$ cat config.mk
export PLATFORM = sky130hd
export DESIGN_NAME = player_motion_ctl
export DESIGN_NICKNAME = d
export VERILOG_FILES = /design/src/rtl/player_motion_ctl.sv
export SDC_FILE = /design/constraint.sdc
export NUM_CORES = 1
export LEC_CHECK = 0
export BUFFER_PORTS_ARGS = -buffer_cell sky130_fd_sc_hd__buf_2
export CORE_ASPECT_RATIO = 0.5
export CORE_MARGIN = 3
export CORE_UTILIZATION = 50
export DETAILED_ROUTE_END_ITERATION = 16
export PLACE_DENSITY_LB_ADDON = 0.05
export SYNTH_ARGS = -nofsm -noshare
export SYNTH_HDL_FRONTEND = slang
export SYNTH_SLANG_ARGS = --single-unit
$ cat constraint.sdc
create_clock -name clk -period 2.5 [get_ports clk]
set_input_delay 0.125 -clock clk [delete_from_list [all_inputs] [get_ports clk]]
set_output_delay 0.125 -clock clk [all_outputs]
set_load 0.02 [all_outputs]
$ cat src/rtl/player_motion_ctl.sv
// player_motion_ctl: owns the player X/Y position; applies walk, jump and gravity once per frame,
// moving one pixel per clock so equality-based collision checks never skip a pixel.
// Latency: 1 + dx_taken + dy_taken + 1 clks from frame_tick to busy=0; frame_tick while busy is dropped (overrun).
// Ports: clk, rst (async, active-high), frame_tick, btn_left/btn_right/btn_jump (levels sampled at frame start),
//   coll (collision code for the current x_pos/y_pos: 11 side, 10 landed, 01 hit from below, 00 none),
//   x_pos/y_pos (registered position), airborne (JUMP or FALL), busy (frame sub-steps pending), overrun (sticky).
// Optional feature: define DOUBLE_JUMP_EN to allow one extra jump while airborne.
module player_motion_ctl #(
  parameter int X_INIT      = 100,
  parameter int Y_INIT      = 703,
  parameter int WIDTH       = 48,
  parameter int HEIGHT      = 64,
  parameter int STEP_X      = 3,
  parameter int JUMP_V0     = 12,
  parameter int V_MAX       = 10,
  parameter int GRAVITY_DIV = 4
) (
  input  logic       clk,
  input  logic       rst,
  input  logic       frame_tick,
  input  logic       btn_left,
  input  logic       btn_right,
  input  logic       btn_jump,
  input  logic [1:0] coll,
  output logic [9:0] x_pos,
  output logic [9:0] y_pos,
  output logic       airborne,
  output logic       busy,
  output logic       overrun
);

  typedef enum logic [1:0] {GROUND, JUMP, FALL} state_t;
  typedef enum logic [1:0] {DIR_NONE, DIR_LEFT, DIR_RIGHT} dir_t;

  localparam logic [9:0] FLOOR_Y = 10'(767 - HEIGHT);
  localparam logic [9:0] X_MAX   = 10'(1023 - WIDTH);
  localparam logic [9:0] X0      = 10'(X_INIT);
  localparam logic [9:0] Y0      = 10'(Y_INIT);
  localparam logic [3:0] STEP    = 4'(STEP_X);
  localparam logic [3:0] V0      = 4'(JUMP_V0);
  localparam logic [3:0] VMAX    = 4'(V_MAX);
  localparam logic [3:0] GC_LAST = 4'(GRAVITY_DIV - 1);

  state_t     state, state_n;
  dir_t       h_dir, h_dir_n, blocked, blocked_n;
  logic [3:0] vel, vel_n, dx, dx_n, dy, dy_n, gc, gc_n;
  logic [9:0] x_n, y_n;
  logic       busy_n, overrun_n, last_h, last_h_n, jump_l, jump_l_n;
  logic       h_room, frame_end, trans;
`ifdef DOUBLE_JUMP_EN
  logic       armed, armed_n, jump_prev, jump_prev_n;
`endif

  assign airborne = (state != GROUND);

  always_ff @(posedge clk or posedge rst) begin
    if (rst) begin
      state   <= GROUND;
      h_dir   <= DIR_NONE;
      blocked <= DIR_NONE;
      vel     <= '0;
      dx      <= '0;
      dy      <= '0;
      gc      <= '0;
      x_pos   <= X0;
      y_pos   <= Y0;
      busy    <= 1'b0;
      overrun <= 1'b0;
      last_h  <= 1'b0;
      jump_l  <= 1'b0;
`ifdef DOUBLE_JUMP_EN
      armed     <= 1'b1;
      jump_prev <= 1'b0;
`endif
    end else begin
      state   <= state_n;
      h_dir   <= h_dir_n;
      blocked <= blocked_n;
      vel     <= vel_n;
      dx      <= dx_n;
      dy      <= dy_n;
      gc      <= gc_n;
      x_pos   <= x_n;
      y_pos   <= y_n;
      busy    <= busy_n;
      overrun <= overrun_n;
      last_h  <= last_h_n;
      jump_l  <= jump_l_n;
`ifdef DOUBLE_JUMP_EN
      armed     <= armed_n;
      jump_prev <= jump_prev_n;
`endif
    end
  end

  always_comb begin
    state_n   = state;
    h_dir_n   = h_dir;
    blocked_n = blocked;
    vel_n     = vel;
    dx_n      = dx;
    dy_n      = dy;
    gc_n      = gc;
    x_n       = x_pos;
    y_n       = y_pos;
    busy_n    = busy;
    overrun_n = overrun;
    last_h_n  = last_h;
    jump_l_n  = jump_l;
    frame_end = 1'b0;
    trans     = 1'b0;
`ifdef DOUBLE_JUMP_EN
    armed_n     = armed;
    jump_prev_n = jump_prev;
`endif

    // A horizontal step is only taken if it keeps X inside 1..X_MAX.
    case (h_dir)
      DIR_RIGHT: h_room = (x_pos < X_MAX);
      DIR_LEFT:  h_room = (x_pos > 10'd1);
      default:   h_room = 1'b0;
    endcase

    if (!busy) begin
      if (frame_tick) begin
        busy_n   = 1'b1;
        dx_n     = STEP;
        dy_n     = vel;
        last_h_n = 1'b0;
        jump_l_n = btn_jump;
        h_dir_n  = (btn_left && !btn_right) ? DIR_LEFT :
                   (btn_right && !btn_left) ? DIR_RIGHT : DIR_NONE;
`ifdef DOUBLE_JUMP_EN
        jump_prev_n = btn_jump;
        if (state != GROUND && armed && btn_jump && !jump_prev) begin
          state_n = JUMP;
          vel_n   = V0;
          gc_n    = '0;
          dy_n    = '0;
          armed_n = 1'b0;
        end
`endif
      end
    end else begin
      overrun_n = overrun | frame_tick;
      last_h_n  = 1'b0;
      // coll reflects the position reached by the previous clock's step.
      if (last_h && coll == 2'b11) begin
        blocked_n = h_dir;
        dx_n      = '0;
      end
      // Horizontal sub-steps first; once none remain, each clock does vertical work or ends the frame.
      if (dx_n != 4'd0 && h_room && h_dir != blocked_n) begin
        x_n       = (h_dir == DIR_RIGHT) ? x_pos + 10'd1 : x_pos - 10'd1;
        dx_n      = dx_n - 4'd1;
        last_h_n  = 1'b1;
        blocked_n = DIR_NONE;  // only reachable when stepping away from the block
      end else begin
        case (state)
          GROUND: begin
            frame_end = 1'b1;
            if (jump_l && coll != 2'b01) begin
              state_n = JUMP;
              vel_n   = V0;
              gc_n    = '0;
              trans   = 1'b1;
            end else if (!coll[1] && y_pos != FLOOR_Y) begin
              state_n = FALL;
              vel_n   = 4'd1;
              gc_n    = '0;
              trans   = 1'b1;
            end
          end
          JUMP: begin
            if (coll == 2'b01 || y_pos == 10'd1) begin
              state_n   = FALL;
              vel_n     = 4'd1;
              gc_n      = '0;
              trans     = 1'b1;
              frame_end = 1'b1;
            end else if (dy != 4'd0) begin
              y_n  = y_pos - 10'd1;
              dy_n = dy - 4'd1;
            end else begin
              frame_end = 1'b1;
            end
          end
          FALL: begin
            // A side code right after a horizontal step is a wall, not a platform top.
            if (coll == 2'b10 || (coll == 2'b11 && !last_h) || y_pos == FLOOR_Y) begin
              state_n   = GROUND;
              vel_n     = '0;
              gc_n      = '0;
              trans     = 1'b1;
              frame_end = 1'b1;
            end else if (dy != 4'd0) begin
              y_n  = y_pos + 10'd1;
              dy_n = dy - 4'd1;
            end else begin
              frame_end = 1'b1;
            end
          end
          default: frame_end = 1'b1;
        endcase
      end

      if (frame_end) begin
        busy_n = 1'b0;
        dx_n   = '0;
        dy_n   = '0;
        // A state change this frame already restarted the gravity counter.
        if (!trans) begin
          if (gc == GC_LAST) begin
            gc_n = '0;
            if (state == JUMP) begin
              if (vel <= 4'd1) begin
                state_n = FALL;
                vel_n   = 4'd1;
              end else begin
                vel_n = vel - 4'd1;
              end
            end else if (state == FALL && vel < VMAX) begin
              vel_n = vel + 4'd1;
            end
          end else begin
            gc_n = gc + 4'd1;
          end
        end
      end
    end

    if (state_n != state) blocked_n = DIR_NONE;
`ifdef DOUBLE_JUMP_EN
    if (state_n == GROUND && state != GROUND) armed_n = 1'b1;
`endif
  end

endmodule

==> Yosys cells after proc, flatten, opt, wreduce, memory -nomap -nowiden <==
Index checks and enable logic that the tools add are counted.
{ "classes": {"multipliers": 0, "n_div": 0, "addsub": 9, "n_mux": 80, "n_lt_le_gt_ge": 4, "reduce_logical": 27, "n_eq_ne": 22, "n_bitwise": 3, "n_shift": 0} }
{ "op_table": {"columns": ["operator", "count"], "rows": [
  ["2-to-1 mux 4 bit", 32],
  ["2-to-1 mux 10 bit", 5],
  ["2-to-1 mux 2 bit", 18],
  ["one-hot mux 4 bit (3 select lines)", 2],
  ["adder 10 x 1 -> 10 bit, second input constant", 2],
  ["one-hot mux 10 bit (2 select lines)", 1],
  ["subtractor 10 x 1 -> 10 bit, second input constant", 2],
  ["2-to-1 mux 1 bit", 17],
  ["subtractor 4 x 1 -> 4 bit, second input constant", 3],
  ["== test 10 x 1 -> 1 bit, second input constant", 1],
  ["== test 10 bit, second input constant", 1],
  ["> comparator 10 x 1 -> 1 bit, second input constant", 1],
  ["< comparator 10 bit, second input constant", 1],
  ["!= test 10 bit, second input constant", 1],
  ["logical AND 1 bit", 9],
  ["adder 4 x 1 -> 4 bit, second input constant", 2],
  ["== test 2 bit, second input constant", 4],
  ["!= test 2 bit, second input constant", 4],
  ["!= test 4 bit, second input constant", 2],
  ["one-hot mux 4 bit (2 select lines)", 1],
  ["nonzero test 2 bit", 4],
  ["nonzero test 4 bit", 2],
  ["AND reduction 7 bit", 1],
  ["== test 2 x 1 -> 1 bit, second input constant", 3],
  ["17 further kinds", 26]
]} }
{ "word_totals": {"latchBits": 0, "wordCells": 158, "mem_count": 0, "mem_bits_ro": 0, "output_inout_bits": 23, "ff_bits": 46, "ram_bits": 0} }

==> Logic depth before layout (Yosys ltp) <==
Gate-level depths: netlist (run 1).
{ "logic_depth": {"word_depth": 16, "mapped_depth": 11, "ltp_nobuf": 9} }

==> Worst setup path after synthesis (run 1) <==
Ideal clock, no wire load.
{ "synth_timing": {"path_kind": "reg-to-reg", "from": "register y_pos[0]", "to": "register blocked[1]", "stages_incl_launch_ff": 9, "path_slack_ps": -75, "arrival_ps": 2453, "cell_sequence": "dfstp_2 ha_1 or4b_1 o31a_1 a22o_1 or3_1 a2bb2oi_1 o22ai_2 nor2_1"} }
{ "synth_via": {"elab_chain_len": 14, "elab_cells_between_ends": 33, "classes_between": "eq/ne: 4; mux: 25; reduce/logical: 4"} }
{ "synth_lines": {"columns": ["element", "line_no", "rtl"], "rows": [
  ["start: declaration", "26", "output logic [9:0] y_pos,"],
  ["start signal: assignment", "84", "y_pos <= y_n;"],
  ["!= test 10 bit", "167", "end else if (!coll[1] && y_pos != FLOOR_Y) begin"],
  ["logical AND 1 bit", "167", null],
  ["2-to-1 mux 2 bit", "167", null],
  ["2-to-1 mux 2 bit", "162", "if (jump_l && coll != 2'b01) begin"],
  ["one-hot mux 2 bit (3 select lines)", "159", "case (state)"],
  ["2-to-1 mux 2 bit", "153", "if (dx_n != 4'd0 && h_room && h_dir != blocked_n) begin"],
  ["2-to-1 mux 2 bit", "216", "if (vel <= 4'd1) begin"],
  ["2-to-1 mux 2 bit", "215", "if (state == JUMP) begin"],
  ["2-to-1 mux 2 bit", "213", "if (gc == GC_LAST) begin"],
  ["2-to-1 mux 2 bit", "212", "if (!trans) begin"],
  ["2-to-1 mux 2 bit *", "207", "if (frame_end) begin"],
  ["2-to-1 mux 2 bit *", "124", "if (!busy) begin"],
  ["!= test 2 bit *", "232", "if (state_n != state) blocked_n = DIR_NONE;"],
  ["2-to-1 mux 2 bit or nonzero test 2 bit (tied branches)", null, null],
  ["end signal: assignment", "78", "blocked <= blocked_n;"],
  ["end: declaration", "45", "dir_t h_dir, h_dir_n, blocked, blocked_n;"]
]} }
Mark *: on every way between the ends. The rest lies on a longest branch, timed or not. The select of a mux whose other input is x is not followed.
A chain may end at the register's enable or synchronous reset.

==> Worst setup path in the final report (run 1) <==
{ "layout_timing": {"from": "register y_pos[0]", "to": "register state[1]"} }
{ "layout_via": {"elab_chain_len": 12, "elab_cells_between_ends": 30, "classes_between": "eq/ne: 3; mux: 24; reduce/logical: 3"} }
{ "layout_lines": {"columns": ["element", "line_no", "rtl"], "rows": [
  ["!= test 10 bit", "167", null],
  ["logical AND 1 bit", "167", null],
  ["2-to-1 mux 2 bit", "167", null],
  ["2-to-1 mux 2 bit", "162", null],
  ["one-hot mux 2 bit (3 select lines)", "159", null],
  ["2-to-1 mux 2 bit", "153", null],
  ["2-to-1 mux 2 bit", "216", null],
  ["2-to-1 mux 2 bit", "215", null],
  ["2-to-1 mux 2 bit", "213", null],
  ["2-to-1 mux 2 bit", "212", null],
  ["2-to-1 mux 2 bit *", "207", null],
  ["2-to-1 mux 2 bit *", "124", null],
  ["net state_n[1]", "44", "state_t state, state_n;"],
  ["end signal: assignment", "76", "state <= state_n;"],
  ["end: declaration", "44", null]
]} }
The timed path passes the listed nets; every way through them passes the cells marked *. The select of a mux whose other input is x is not followed.

==> impl_metrics.csv, run 1 <==
group,metric,value,unit
power_and_ir_drop,ir_worst_vdd,0.670,mV
cts,tritoncts,"built",
place,pre_cts_ws,-0.147,ns
cts,worstSkewPairLatency,0.30,ns
cells_and_area,layout_commonest_cell,"sky130_fd_sc_hd__buf_4",
worst_setup_path,setup.worst_path.class,"reg2reg",
sta,clock.fmax,388,MHz
logic_synthesis,ys_async_sr_fraction,100,%
worst_setup_path,critical_path.max_fanout,8,
cts,clock_tree.buffer_depth,2,
place,port_buffers,30,
logic_synthesis,yosysUniqueCellTypes,70,
place,place.detailed.hpwl,6410,um
cts,number_of_buffers_inserted_for_hold_repair_after_clock_tree_synthesis,0,
cts,path_clk_slew,0.07,ns
worst_setup_path,reg2reg_setup_slack,-0.08,ns
sta,report.final.hold_viol_count,0,
cts,cts.sink_count,46,
logic_synthesis,avgSynthCellArea,8.63,um^2
cts,clockRootBuffer,"sky130_fd_sc_hd__clkbuf_16",
cells_and_area,syn_to_final_growth,27.2,%
logic_synthesis,synth_enable_flop_cells,0,
logic_synthesis,syn-instance-count,385,
logic_synthesis,synth.ff_latch_count,46,
sta,fin_worst_hold_slack,0.0527,ns
sta,worstMarginPinSlew,0.974,ns
worst_hold_path,hold_class,"in2async",
floorplanning,die_boundary_width,121,um
run_status,status,"finished with violations",
sta,fin_tns_setup,-0.581,ns
power_and_ir_drop,leakagePower,1.90,nW
floorplanning,design.die.area,7720,um^2
logic_synthesis,synth-warning-count,0,
sta,finalSetupViolations,12,
drt,post_route_drc_violation_count,0,
floorplanning,start_util,53.1,%
place,gp_congestion,0.952,
logic_synthesis,ys_dominant_reg_cell,"sky130_fd_sc_hd__dfrtp_1",
worst_setup_path,worstRegToRegCells,9,
cells_and_area,nets,488,
sta,rsz0062_at_grt,"yes",
floorplanning,chipHeight,63.6,um
worst_setup_path,critical_path.endpoint,"state[1]",
logic_synthesis,post_synth_instance_area,3320,um^2
drt,drt_antenna_net_count,0,
cts,number_of_levels_in_the_clock_h_tree,2,
sta,maxSlewViolCount,0,
drt,num_vias,3254,
cells_and_area,n_diodes,0,
floorplanning,row_count,20,
sta,fin_worst_skew,0.00435,ns
global_routing,global_route.overflow_total,0,
worst_setup_path,cp_data_required_time,2.69,ns
worst_setup_path,critical_path.startpoint,"y_pos[0]",
sta,relSlewSlack,35.0,%
worst_setup_path,critical_path.startpoint_type,"flip-flop",
drt,drt-total-wl,8840,um
worst_setup_path,worst_setup_path_end_kind,"flip-flop",
sta,setup_slack,-0.0794,ns
sta,final_min_period_over_clock_period,103,%
global_routing,pin_count_of_the_biggest_net_entering_global_routing,47,
run_status,failed_checks,"negative setup slack",
global_routing,grt_use_total,24.3,%
drt,dr.pass1.iters,6,
cells_and_area,drive_gt1_share,30.5,%
global_routing,antenna_violations_before_repair,0,
drt,route.detailed.vias_per_inst,5.92,
logic_synthesis,syn_nets,412,
floorplanning,io_pins,31,
worst_setup_path,regToRegStartpoint,"y_pos[0]",
drt,wl_per_cell,16.1,um
worst_setup_path,capture_point_of_the_worst_reg_to_reg_path,"state[1]",
power_and_ir_drop,power_per_cell_area,1380,nW/um^2
drt,drt_iter0_drc,321,
cts,cts_made_buffers,5,
worst_setup_path,critPathArrivalTime,2.77,ns
cells_and_area,highest_count_cells_in_the_layout_ignoring_fill_and_taps,"50 x sky130_fd_sc_hd__buf_4, 40 x sky130_fd_sc_hd__nor2_1, 35 x sky130_fd_sc_hd__dfrtp_1",
cells_and_area,final_cell_utilization_of_the_core,67.5,%
run,timing.max_cap.violations,0,
global_routing,grt_first_pass_wirelength,15200,um
sta,timing.final.crit_period,2.58,ns
floorplanning,core-area,6260,um^2
logic_synthesis,synth.yosys.seq_area_share,35.1,%
power_and_ir_drop,design_power_total,5.83,mW
global_routing,grt_pass1_vias,3228,
==> area by class of cell <==
| type | count | area, um^2 |
|---|---|---|
| Timing Repair Buffer | 85 | 582 |
| Clock buffer | 6 | 129 |
| Tap cell | 88 | 110 |
| Multi-Input combinational cell | 300 | 2140 |
| Fill cell | 528 | 2030 |
| Clock inverter | 2 | 13.8 |
| Sequential cell | 46 | 1160 |
| Inverter | 23 | 86.3 |
==> cells by family (layout without fill, tap and decap cells) <==
kind of cell	after synthesis	after routing	share of synthesized area, %
adder cells (fa/ha/maj)	19	19	7.16
AO/OA/AOI/OAI	106	106	22.3
AND/OR/NAND/NOR	149	150	23.4
multiplexers	3	3	0.942
buffers and inverters	40	116	5.31
XOR/XNOR	22	22	5.80
flip-flops	46	46	35.1
==> routing by layer <==
layer | share of wire [%] | global-route usage, % | vias to the layer above
li1 | - | - | 1566
met4 | 2.4 | 8.38 | 0
met3 | 5.5 | 5.02 | 27
met1 | 47 | 32.9 | 1547
met5 | 0 | 0 | -
met2 | 45 | 38.9 | 114
==> repair_timing <==
action	in CTS	in global routing
resized for setup	16	17
pin swaps	10	8
buffers inserted	8	1
gates cloned	0	1
endpoints found under the setup margin	27	31
==> per-stage QoR <==
stage / std cells / instance area (um^2)
global placement: 535 / 3880
detailed placement: 535 / 3880
CTS: 548 / 4140
finish: 550 / 4230
global route: 550 / 4230
floorplan: 385 / 3330
==> sequential cells by signal, indices dropped and copies added (netlist names), 2 cells and up <==
name / flops
gc: 4
x_pos: 10
dy: 4
y_pos: 10
state: 2
vel: 4
dx: 4
blocked: 2
h_dir: 2
==> worst max-delay path: stages (launching register included) <==
cell	delay (ns)
sky130_fd_sc_hd__dfstp_2	0.56
sky130_fd_sc_hd__ha_4	0.13
sky130_fd_sc_hd__or4b_4	0.45
sky130_fd_sc_hd__o31a_1	0.28
sky130_fd_sc_hd__buf_6	0.13
sky130_fd_sc_hd__o32ai_4	0.25
sky130_fd_sc_hd__nor4_4	0.08
sky130_fd_sc_hd__buf_6	0.15
sky130_fd_sc_hd__a32oi_2	0.20
sky130_fd_sc_hd__a21bo_1	0.22
==> synth_stat cells (all sizes together) (5+ instances only) <==
cell	count	share of area (%)
a31oi	5	0.94
a21oi	22	3.3
nor2	43	4.9
dfstp	11	8.7
nand4	10	1.9
xor2	18	4.7
nand2	36	4.1
dfrtp	35	26
clkbuf	9	1.0
nor3	13	2.0
nor4	6	1.6
buf	8	1.7
or3	6	1.1
o22ai	6	1.3
o21ai	31	4.8
ha	19	7.2
nand2b	5	0.94
nand3	9	1.4
inv	23	2.6
==> how the worst min path moves through the flow <==
| stage | from | to | cells after the start |
|---|---|---|---|
| finish | rst | x_pos[9] | 2 |
| CTS | btn_jump | jump_l | 2 |
| global placement | btn_jump | jump_l | 2 |
| global route | btn_jump | jump_l | 2 |
| floorplan | frame_tick | overrun | 1 |
| detailed placement | btn_jump | jump_l | 2 |
==> power by group <==
group	switching, mW	internal, mW
logic	2.14	1.60
clock network	0.305	0.372
registers	0.324	1.10
total	2.76	3.07
Note: power is estimated with default switching activity, not from simulation.
==> run 2: changes to the inputs <==
==> constraint.sdc (replaced) <==
create_clock -name clk -period 2.1 [get_ports clk]
set_input_delay 0.105 -clock clk [delete_from_list [all_inputs] [get_ports clk]]
set_output_delay 0.105 -clock clk [all_outputs]
set_load 0.02 [all_outputs]
==> run 2 against run 1 <==
  * The flow still finishes with violations (negative setup slack)
  * Non-clock buffer count up 37
  * Clock-buffer cell count shrank 1
  * Fmax rose by 1.8%
  * Setup slack lost 0.35 ns
  * Via count is 3.5% higher
  * Utilization rose by 6.2 points
  * First-iteration DRC count decreased by 36%
  * Total power increased by 28%
  * Register-to-register slack got worse by 0.35 ns
  * Combinational power increased by 35%
  * Critical endpoint is now vel[2]
  * Largest cell class unchanged
  * Highest routed layer unchanged
==> impl_metrics.csv, run 2 (synthesized netlist as in run 1, its figures left out) <==
group,metric,value,unit
sta,rsz0062_at_grt,"yes",
power_and_ir_drop,power_switching,3.46,mW
drt,drt_iter0_drc,207,
sta,finalSetupViolations,38,
cts,cts.sink_count,46,
floorplanning,start_util,53.1,%
sta,fin_worst_hold_slack,0.0388,ns
sta,timing.final.crit_period,2.53,ns
worst_setup_path,path_delay_family,"compound AO/OA/AOI/OAI gates",
worst_setup_path,timing.critical_path.cells,"ha_1, or4b_4, o31a_1, a22o_1, or3_4, o211ai_1, o2111ai_1",
worst_setup_path,regToRegStartpoint,"y_pos[0]",
drt,route.detailed.vias_per_inst,5.75,
floorplanning,core-area,6260,um^2
sta,fin_worst_skew,0.00542,ns
floorplanning,io_pins,31,
cts,cts_made_buffers,5,
global_routing,global_route.overflow_total,0,
drt,wl_per_cell,16.1,um
floorplanning,die_boundary_width,121,um
worst_hold_path,min_to,"jump_l",
global_routing,grt_use_total,25.4,%
cells_and_area,drive_gt1_share,38.6,%
cells_and_area,highest_count_cells_in_the_layout_ignoring_fill_and_taps,"81 x sky130_fd_sc_hd__buf_4, 37 x sky130_fd_sc_hd__nor2_1, 33 x sky130_fd_sc_hd__nand2_1",
power_and_ir_drop,share_comb_of_total_power,67.7,%
worst_setup_path,crit_buf_inv,0,
global_routing,grt_pass1_vias,3341,
power_and_ir_drop,power_report.internal_total,4.01,mW
run,timing.max_cap.violations,0,
sta,fin_tns_setup,-10.66,ns
worst_setup_path,critical_path.max_fanout,5,
power_and_ir_drop,power.share.sequential,21.4,%
cts,path_clk_slew,0.07,ns
place,port_buffers,30,
worst_setup_path,setup.worst_path.class,"reg2reg",
cells_and_area,nets,524,
power_and_ir_drop,ir_worst_vdd,0.802,mV
cts,tritoncts,"built",
drt,post_route_drc_violation_count,0,
sta,worstMarginPinSlew,0.431,ns
cts,clock_tree.buffer_depth,2,
drt,m1WireLength,4300,um
worst_setup_path,worst_setup_path_end_kind,"flip-flop",
cells_and_area,top_regs,"x_pos (10), y_pos (10)",
cells_and_area,nFillCells,472,
floorplanning,chipHeight,63.6,um
worst_setup_path,cpMaxStageDelayCell,"sky130_fd_sc_hd__dfstp_2",
drt,dr.pass1.iters,4,
place,gp_congestion,0.986,
floorplanning,row_count,20,
worst_setup_path,critical_path.startpoint_type,"flip-flop",
cells_and_area,syn_to_final_growth,38.9,%
worst_setup_path,reg2reg_setup_slack,-0.43,ns
sta,clock.fmax,395,MHz
sta,maxSlewViolCount,0,
global_routing,grt_first_pass_wirelength,15700,um
sta,report.final.hold_viol_count,0,
run_status,status,"finished with violations",
worst_setup_path,worstRegToRegCells,7,
drt,num_vias,3369,
cts,worstSkewPairLatency,0.29,ns
cts,clockRootBuffer,"sky130_fd_sc_hd__clkbuf_16",
worst_setup_path,critical-path-max-stage-delay,0.53,ns
worst_setup_path,cp_data_required_time,2.26,ns
worst_hold_path,worst_hold_startpoint,"btn_jump",
place,place.detailed.hpwl,6890,um
cells_and_area,n_diodes,0,
cells_and_area,layout_commonest_cell,"sky130_fd_sc_hd__buf_4",
worst_setup_path,critPathArrivalTime,2.69,ns
sta,setup_slack,-0.433,ns
run_status,failed_checks,"negative setup slack",
sta,relSlewSlack,71.1,%
place,pre_cts_ws,-0.451,ns
power_and_ir_drop,leakagePower,2.08,nW
cts,number_of_levels_in_the_clock_h_tree,2,
global_routing,antenna_violations_before_repair,0,
drt,top_layer_used,"met4",
drt,met3_length,459,um
drt,drt_antenna_net_count,0,
floorplanning,design.die.area,7720,um^2
power_and_ir_drop,power_per_cell_area,1620,nW/um^2
worst_setup_path,capture_point_of_the_worst_reg_to_reg_path,"vel[2]",
power_and_ir_drop,share_clk_of_total_power,10.9,%
global_routing,pin_count_of_the_biggest_net_entering_global_routing,33,
sta,final_min_period_over_clock_period,121,%
worst_hold_path,hold_path_cell_cnt,2,
drt,met2WireLength,4480,um
worst_hold_path,hold_class,"in2reg",
power_and_ir_drop,power_switching_share,46.3,%
drt,drt-total-wl,9410,um
==> run 2: changes by cell type in the layout (fill, tap and decap cells not counted), sizes merged <==
cell	before	now
buf	85	121
clkbuf	6	5
clkinvlp	0	1
dlygate4sd3	0	1
nand2	37	36
==> run 2: worst register-to-register path, stage by stage (launching register included) <==
cell and delay [ns]:
sky130_fd_sc_hd__dfstp_2 0.53, sky130_fd_sc_hd__ha_1 0.13, sky130_fd_sc_hd__or4b_4 0.46, sky130_fd_sc_hd__o31a_1 0.30, sky130_fd_sc_hd__a22o_1 0.25, sky130_fd_sc_hd__or3_4 0.37
sky130_fd_sc_hd__o211ai_1 0.23, sky130_fd_sc_hd__o2111ai_1 0.13
==> run 2: through the flow <==
| step | cell area, um^2 | instances | util [%] | power [mW] |
|---|---|---|---|---|
| after global routing | 4610 | 586 | 73.8 | 8.03 |
| after CTS | 4520 | 583 | 72.2 | 7.23 |
| final | 4610 | 586 | 73.8 | 7.47 |
| after detailed placement | 4260 | 573 | 68.1 | 6.22 |
| after floorplan | 3440 | 385 | - | 4.49 |
| after global placement | 4260 | 573 | 68.1 | 6.07 |
==> run 2: how the worst max path moves through the flow <==
stage,from,endpoint,slack [ns],cells after the start
finish,y_pos[0],vel[2],-0.43,7
global route,y_pos[0],vel[2],-0.55,7
CTS,y_pos[0],blocked[1],-0.45,8
detailed placement,y_pos[0],blocked[1],-0.45,8
global placement,y_pos[0],blocked[1],-0.40,8
floorplan,y_pos[0],blocked[1],-0.45,8
==> run 2: final cells by class <==
type,count,area (um^2),area share (%)
clock buffer,5,125,2.71
timing repair buffer,122,902,19.5
clock inverter,3,21.3,0.461
sequential,46,1170,25.3
inverter,23,86.3,1.87
tap,88,110,2.39
multi-input combinational,299,2200,47.7
==> run 2: what timing repair did <==
item,CTS,global route
resized for setup,23,14
hold buffers,1,0
setup endpoints to repair,39,40
hold endpoints to repair,11,0
pin swaps,8,9
setup buffers,1,3
==> run 2: per-layer routing <==
metal / GRT usage (%) / vias to the layer above
li1: - / 1624
met1: 32.0 / 1644
met2: 43.1 / 86
met3: 6.37 / 15
met4: 7.96 / 0
met5: 0 / -
==> run 2: power by group through the flow <==
stage	registers [mW]	logic (mW)	clock network, mW
floorplan	1.95	2.54	0
detailed placement	1.60	4.62	0
global route	1.65	5.50	0.876
finish	1.60	5.06	0.814
CTS	1.59	4.81	0.822
global placement	1.58	4.49	0
